<file path="src/rtl/sd_pkg.sv">
// Shared SD command-line definitions: CRC7 polynomial, response frame lengths,
// receiver state encoding and the default NCR timeout.
package sd_pkg;

    localparam logic [6:0] SD_CRC7_POLY   = 7'h09;
    localparam int         SD_RESP_SHORT  = 48;
    localparam int         SD_RESP_LONG   = 136;
    localparam int         SD_NCR_TIMEOUT = 64;
    localparam int         SD_CNT_W       = 8;

    typedef enum logic [1:0] {
        ST_IDLE = 2'd0,
        ST_WAIT = 2'd1,
        ST_RECV = 2'd2
    } sd_rx_state_e;

    // One serial CRC7 step: feedback is the incoming bit xor the remainder MSB.
    function automatic logic [6:0] crc7_step(input logic [6:0] crc, input logic bit_in);
        logic fb;
        fb = bit_in ^ crc[6];
        return {crc[5:0], 1'b0} ^ (fb ? SD_CRC7_POLY : 7'h00);
    endfunction

endpackage

</file>
<file path="src/rtl/sd_crc7_chk.sv">
// Serial CRC7 (x^7+x^3+1) with the full remainder exposed for a parallel zero check.
module sd_crc7_chk
    import sd_pkg::*;
(
    input  logic       iclk,
    input  logic       iclr,
    input  logic       ien,
    input  logic       ibit,
    output logic [6:0] ocrc
);

    always_ff @(posedge iclk) begin
        if (iclr) begin
            ocrc <= '0;
        end else if (ien) begin
            ocrc <= crc7_step(ocrc, ibit);
        end
    end

endmodule

</file>
<file path="src/rtl/sd_resp_rx.sv">
// SD CMD-line response receiver: start-bit search with NCR timeout, 48/136-bit
// deserialisation, CRC7 and end-bit checking, one-cycle completion pulse.
module sd_resp_rx
    import sd_pkg::*;
#(
    parameter int TIMEOUT = SD_NCR_TIMEOUT
) (
    input  logic         iclk,
    input  logic         irst,
    input  logic         istart,
    input  logic         ilong,
    input  logic         inocrc,
    input  logic         icmd,
    output logic         obusy,
    output logic         odone,
    output logic         otimeout,
    output logic         ocrc_err,
    output logic         oend_err,
    output logic [5:0]   oidx,
    output logic [127:0] oresp
);

    localparam logic [SD_CNT_W-1:0] TO_LAST    = SD_CNT_W'(TIMEOUT - 2);
    localparam logic [SD_CNT_W-1:0] LAST_S     = SD_CNT_W'(SD_RESP_SHORT - 1);
    localparam logic [SD_CNT_W-1:0] LAST_L     = SD_CNT_W'(SD_RESP_LONG - 1);
    localparam logic [SD_CNT_W-1:0] CRC_END_S  = SD_CNT_W'(SD_RESP_SHORT - 2);
    localparam logic [SD_CNT_W-1:0] ARG_END_S  = SD_CNT_W'(SD_RESP_SHORT - 9);
    localparam logic [SD_CNT_W-1:0] DATA_END_L = SD_CNT_W'(SD_RESP_LONG - 2);
    localparam logic [SD_CNT_W-1:0] IDX_BEG    = SD_CNT_W'(2);
    localparam logic [SD_CNT_W-1:0] IDX_END    = SD_CNT_W'(7);
    localparam logic [SD_CNT_W-1:0] DATA_BEG   = SD_CNT_W'(8);

    sd_rx_state_e        state, state_nxt;
    logic [SD_CNT_W-1:0] cnt;
    logic                long_q, nocrc_q;
    logic [5:0]          idx_sh;
    logic [126:0]        data_sh;
    logic [6:0]          crc;

    logic accept, start_det, to_hit, last_bit;
    logic crc_en, data_en, idx_en;

    always_ff @(posedge iclk) begin
        if (irst) begin
            state <= ST_IDLE;
        end else begin
            state <= state_nxt;
        end
    end

    always_comb begin
        state_nxt = state;
        case (state)
            ST_IDLE: if (istart)   state_nxt = ST_WAIT;
            ST_WAIT: if (!icmd)    state_nxt = ST_RECV;
                     else if (to_hit) state_nxt = ST_IDLE;
            ST_RECV: if (last_bit) state_nxt = ST_IDLE;
            default:               state_nxt = ST_IDLE;
        endcase
    end

    // cnt holds the frame position of the bit currently on icmd while in RECV.
    always_comb begin
        accept    = 1'b0;
        start_det = 1'b0;
        to_hit    = 1'b0;
        last_bit  = 1'b0;
        crc_en    = 1'b0;
        data_en   = 1'b0;
        idx_en    = 1'b0;
        case (state)
            ST_IDLE: accept = istart;
            ST_WAIT: begin
                start_det = ~icmd;
                to_hit    = icmd && (cnt == TO_LAST);
            end
            ST_RECV: begin
                last_bit = (cnt == (long_q ? LAST_L : LAST_S));
                idx_en   = (cnt >= IDX_BEG) && (cnt <= IDX_END);
                if (long_q) begin
                    data_en = (cnt >= DATA_BEG) && (cnt <= DATA_END_L);
                    crc_en  = data_en;
                end else begin
                    data_en = (cnt >= DATA_BEG) && (cnt <= ARG_END_S);
                    crc_en  = (cnt <= CRC_END_S);
                end
            end
            default: ;
        endcase
    end

    always_ff @(posedge iclk) begin
        if (irst) begin
            cnt     <= '0;
            long_q  <= 1'b0;
            nocrc_q <= 1'b0;
        end else if (accept) begin
            cnt     <= '0;
            long_q  <= ilong;
            nocrc_q <= inocrc;
        end else if (start_det) begin
            cnt <= SD_CNT_W'(1);
        end else if (state != ST_IDLE) begin
            cnt <= cnt + SD_CNT_W'(1);
        end
    end

    always_ff @(posedge iclk) begin
        if (idx_en) begin
            idx_sh <= {idx_sh[4:0], icmd};
        end
        if (data_en) begin
            data_sh <= {data_sh[125:0], icmd};
        end
    end

    sd_crc7_chk u_crc (
        .iclk (iclk),
        .iclr (irst | accept),
        .ien  (crc_en),
        .ibit (icmd),
        .ocrc (crc)
    );

    // Results are registered on the last bit so they are valid alongside odone.
    always_ff @(posedge iclk) begin
        if (irst) begin
            odone    <= 1'b0;
            otimeout <= 1'b0;
            ocrc_err <= 1'b0;
            oend_err <= 1'b0;
            oidx     <= '0;
            oresp    <= '0;
        end else begin
            odone    <= last_bit;
            otimeout <= to_hit;
            if (accept) begin
                ocrc_err <= 1'b0;
                oend_err <= 1'b0;
                oidx     <= '0;
                oresp    <= '0;
            end else if (last_bit) begin
                oend_err <= ~icmd;
                ocrc_err <= ~nocrc_q & (|crc);
                oidx     <= idx_sh;
                oresp    <= long_q ? {data_sh, 1'b0} : {96'b0, data_sh[31:0]};
            end
        end
    end

    assign obusy = (state != ST_IDLE);

endmodule

</file>
<file path="config.mk">
export PLATFORM = sky130hd
export DESIGN_NAME = sd_resp_rx
export DESIGN_NICKNAME = d
export VERILOG_FILES = /design/src/rtl/sd_pkg.sv /design/src/rtl/sd_crc7_chk.sv /design/src/rtl/sd_resp_rx.sv
export SDC_FILE = /design/constraint.sdc
export NUM_CORES = 1
export LEC_CHECK = 0
export CAP_MARGIN = 20
export CORE_UTILIZATION = 58
export CTS_CLUSTER_DIAMETER = 60
export DETAILED_ROUTE_END_ITERATION = 10
export PLACE_DENSITY = 0.81
export SYNTH_ARGS = -nofsm -noshare
export SYNTH_HDL_FRONTEND = slang
export SYNTH_SLANG_ARGS = --single-unit
</file>
<file path="constraint.sdc">
create_clock -name iclk -period 31.9 [get_ports iclk]
set_input_delay 6.38 -clock iclk [delete_from_list [all_inputs] [get_ports iclk]]
set_output_delay 6.38 -clock iclk [all_outputs]
set_load 0.1 [all_outputs]
</file>
==> summary.txt <==
Global routing
  • First-pass GRT wire length: 32000 um
  • Vias in the first global route: 6230
  • Largest net degree at the start of global routing: 116
  • Initial antenna violation count: 0
  • GRT Overall Usage: 22.0%
  • Global route overflow: 0

Run status
  • Status: finished clean

Logic synthesis
  • Most frequent cell after synthesis: dfxtp_1
  • Synth Register Bits: 290
  • Async SR Flop Fraction: 0%
  • Post-synth top area share: 38.7%
  • Avg Cell Area, Syn: 11.9 um^2
  • Cell count after synthesis: 867
  • Dominant synthesized flop cell: dfxtp_1
  • Top cell type by total area after synthesis: edfxtp_1
  • Largest cells by area after synthesis: edfxtp_1, dfxtp_1, a21oi_1, nand3_1, nand2_1
  • Syn nets: 875
  • Ys Warns: 0
  • Post-synth top cells: dfxtp_1, edfxtp_1, nand2_1, a21oi_1, nand3_1
  • Mapped cell area: 10300 um^2
  • Netlist cell types: 42
  • EDFF count, synth: 133
  • Register area share after synthesis: 69.1%

Route
  • Post-route ant nets: 0
  • DR WL/cell: 16.8 um
  • Via density: 5.60
  • # DRC: 0
  • Drt initial violations: 517
  • Drt total wl: 20500 um
  • DR vias: 6842
  • Drt pass-1 iters: 4

STA
  • Setup Skew: 0.00861 ns
  • RSZ-0062 raised after global routing: false
  • Slew HR: 26.3%
  • Final setup TNS: 0 ns
  • Min Tclk post-route: 8.79 ns
  • Worst-Margin Slew: 1.11 ns
  • Tcrit/Tclk final: 27.6%
  • Setup Viol. Count Final: 0
  • Max Slew Vio Count: 0
  • Fmax: 0.114 GHz
  • Final WS setup: 23.11 ns
  • Worst hold slack: 0.449 ns
  • Final Hold Fails: 0

Clock network
  • H-tree depth: 1
  • CTS root buf: clkbuf_16
  • Post-CTS setup-driven buffer insertion count: 0
  • Worst skew pair latency: 0.51 ns
  • Num CTS Buffers: 27
  • CTS Buffer Depth: 3
  • CTS tree: yes
  • Cells resized by post-CTS repair: 0
  • Clk sinks: 290
  • Hold_buf cts: 0
  • Clk slew on worst S/H paths: 0.06 ns

Setup path
  • Worst Path Arrival: 2.41 ns
  • Peak fanout along the critical path: 9
  • Critical Path Source Type: flip-flop
  • CP required: 25.52 ns
  • Worst path slowest cell: clkdlybuf4s50_1
  • CP Class: flip-flop to output pin
  • R2R Setup Slk: 28.42 ns
  • FF-to-FF End: data_sh[115]$_DFFE_PP_
  • CP endpoint: obusy
  • Worst Setup End Kind: output pin
  • Reg2Reg Depth: 4
  • Largest stage delay, worst path: 1.13 ns
  • CP top delay family: buffers and inverters
  • Worst path cell trace: nor2_2, inv_1, clkdlybuf4s50_1
  • CP Depth: 3
  • Buf+Inv Stages, Crit Path: 2
  • Setup crit start: state[0]$_SDFFE_PP0P_
  • R2r startpoint: long_q$_SDFFE_PP0P_

Worst hold path
  • Worst hold path depth: 0
  • Hold Crit Class: flip-flop to flip-flop

Power
  • Pwr/cell area: 56.8 nW/um^2
  • Leakage power: 3.95 nW
  • Pwr Total: 0.719 mW
  • VDD IR max: 0.0415 mV

Flow run
  • Max-cap violations: 0

Floorplanning
  • FP Rows: 48
  • Die Area: 18300 um^2
  • Die Wd: 135 um
  • Starting density of the core: 59.5%
  • Core ar.: 17400 um^2
  • Height of the die: 135 um
  • IO Count: 145

Layout
  • Fillers: 1203
  • Layout cells sized above 1: 7.52%
  • Area grow syn2layout: 22.6%
  • Antenna cells: 0
  • Storage element area: 7140 um^2
  • Layout net count: 985
  • Area occupied by multi-input gates: 2820 um^2

Place
  • Setup WS pre-CTS: 23.14 ns
  • Number of port buffers: 144
  • GP Congestion: 0.821
  • Post-DP HPWL: 12200 um
==> per-stage QoR <==
step	utilization [%]	instance area [um^2]	instances
3_5_place_dp	67.6	11700	1172
5_1_grt	72.9	12700	1222
2_1_floorplan	-	10300	867
6_report	72.9	12700	1222
4_1_cts	72.8	12600	1221
3_3_place_gp	67.6	11700	1172
==> cells in the final DEF (no fill, tap or decap), types with 7 or more instances in the layout <==
| cell type | synthesis | routed |
|---|---|---|
| buf_4 | 6 | 7 |
| clkdlybuf4s50_1 | 0 | 144 |
| a211oi_1 | 20 | 20 |
| edfxtp_1 | 133 | 133 |
| dfxtp_1 | 157 | 156 |
| a21oi_1 | 111 | 111 |
| nor2_1 | 46 | 46 |
| clkinv_2 | 0 | 11 |
| nand3_1 | 101 | 101 |
| mux2i_1 | 38 | 38 |
| nand2_1 | 126 | 126 |
| a211oi_2 | 12 | 12 |
| clkbuf_16 | 0 | 29 |
==> cell type report <==
| class | count | area share, % |
|---|---|---|
| Sequential cell | 290 | 56.4 |
| Tap cell | 225 | 2.22 |
| Clock buffer | 32 | 5.90 |
| Multi-Input combinational cell | 504 | 22.3 |
| Timing Repair Buffer | 152 | 12.0 |
| Inverter | 2 | 0.0593 |
| Clock inverter | 17 | 1.13 |
==> worst min path at each step <==
| stage | startpoint | end |
|---|---|---|
| detailed placement | idx_sh[3]$_DFFE_PP_ | idx_sh[4]$_DFFE_PP_ |
| finish | data_sh[97]$_DFFE_PP_ | data_sh[98]$_DFFE_PP_ |
| global route | data_sh[115]$_DFFE_PP_ | data_sh[116]$_DFFE_PP_ |
| global placement | idx_sh[0]$_DFFE_PP_ | idx_sh[1]$_DFFE_PP_ |
| floorplan | idx_sh[0]$_DFFE_PP_ | idx_sh[1]$_DFFE_PP_ |
| CTS | idx_sh[3]$_DFFE_PP_ | idx_sh[4]$_DFFE_PP_ |
==> flip-flops by register name (all words and copies together) (netlist names), 2 cells and up <==
signal / flops
cnt: 8
data_sh: 127
idx_sh: 6
oidx: 6
oresp: 128
state: 2
u_crc.ocrc: 7
==> cells by family after synthesis <==
family                     after synthesis  share of synthesized area [%]
and+or+nand+nor                        297                           12.8
AOI/OAI and AO/OA                      159                           9.52
DFF                                    290                           69.1
buffers and inverters                   73                           3.98
adders and majority gates                2                          0.242
xor gates and xnor gates                 8                          0.679
muxes                                   38                           3.68
==> power breakdown <==
group / internal [mW] / total [mW] / switching, mW
clock: 0.184 / 0.316 / 0.132
combinational: 0.00411 / 0.0153 / 0.0112
sequential: 0.386 / 0.388 / 0.00220
==> per-layer routing <==
metal	vias to the layer above	share of wire, %	routed length, um	global-route usage [%]
met5	-	0	0	0
met4	0	1.8	366	6.24
met3	28	4.8	979	2.69
met2	199	48	9880	35.0
met1	3300	45	9270	31.7
li1	3315	-	-	-
Note: power is estimated with default switching activity, not from simulation.
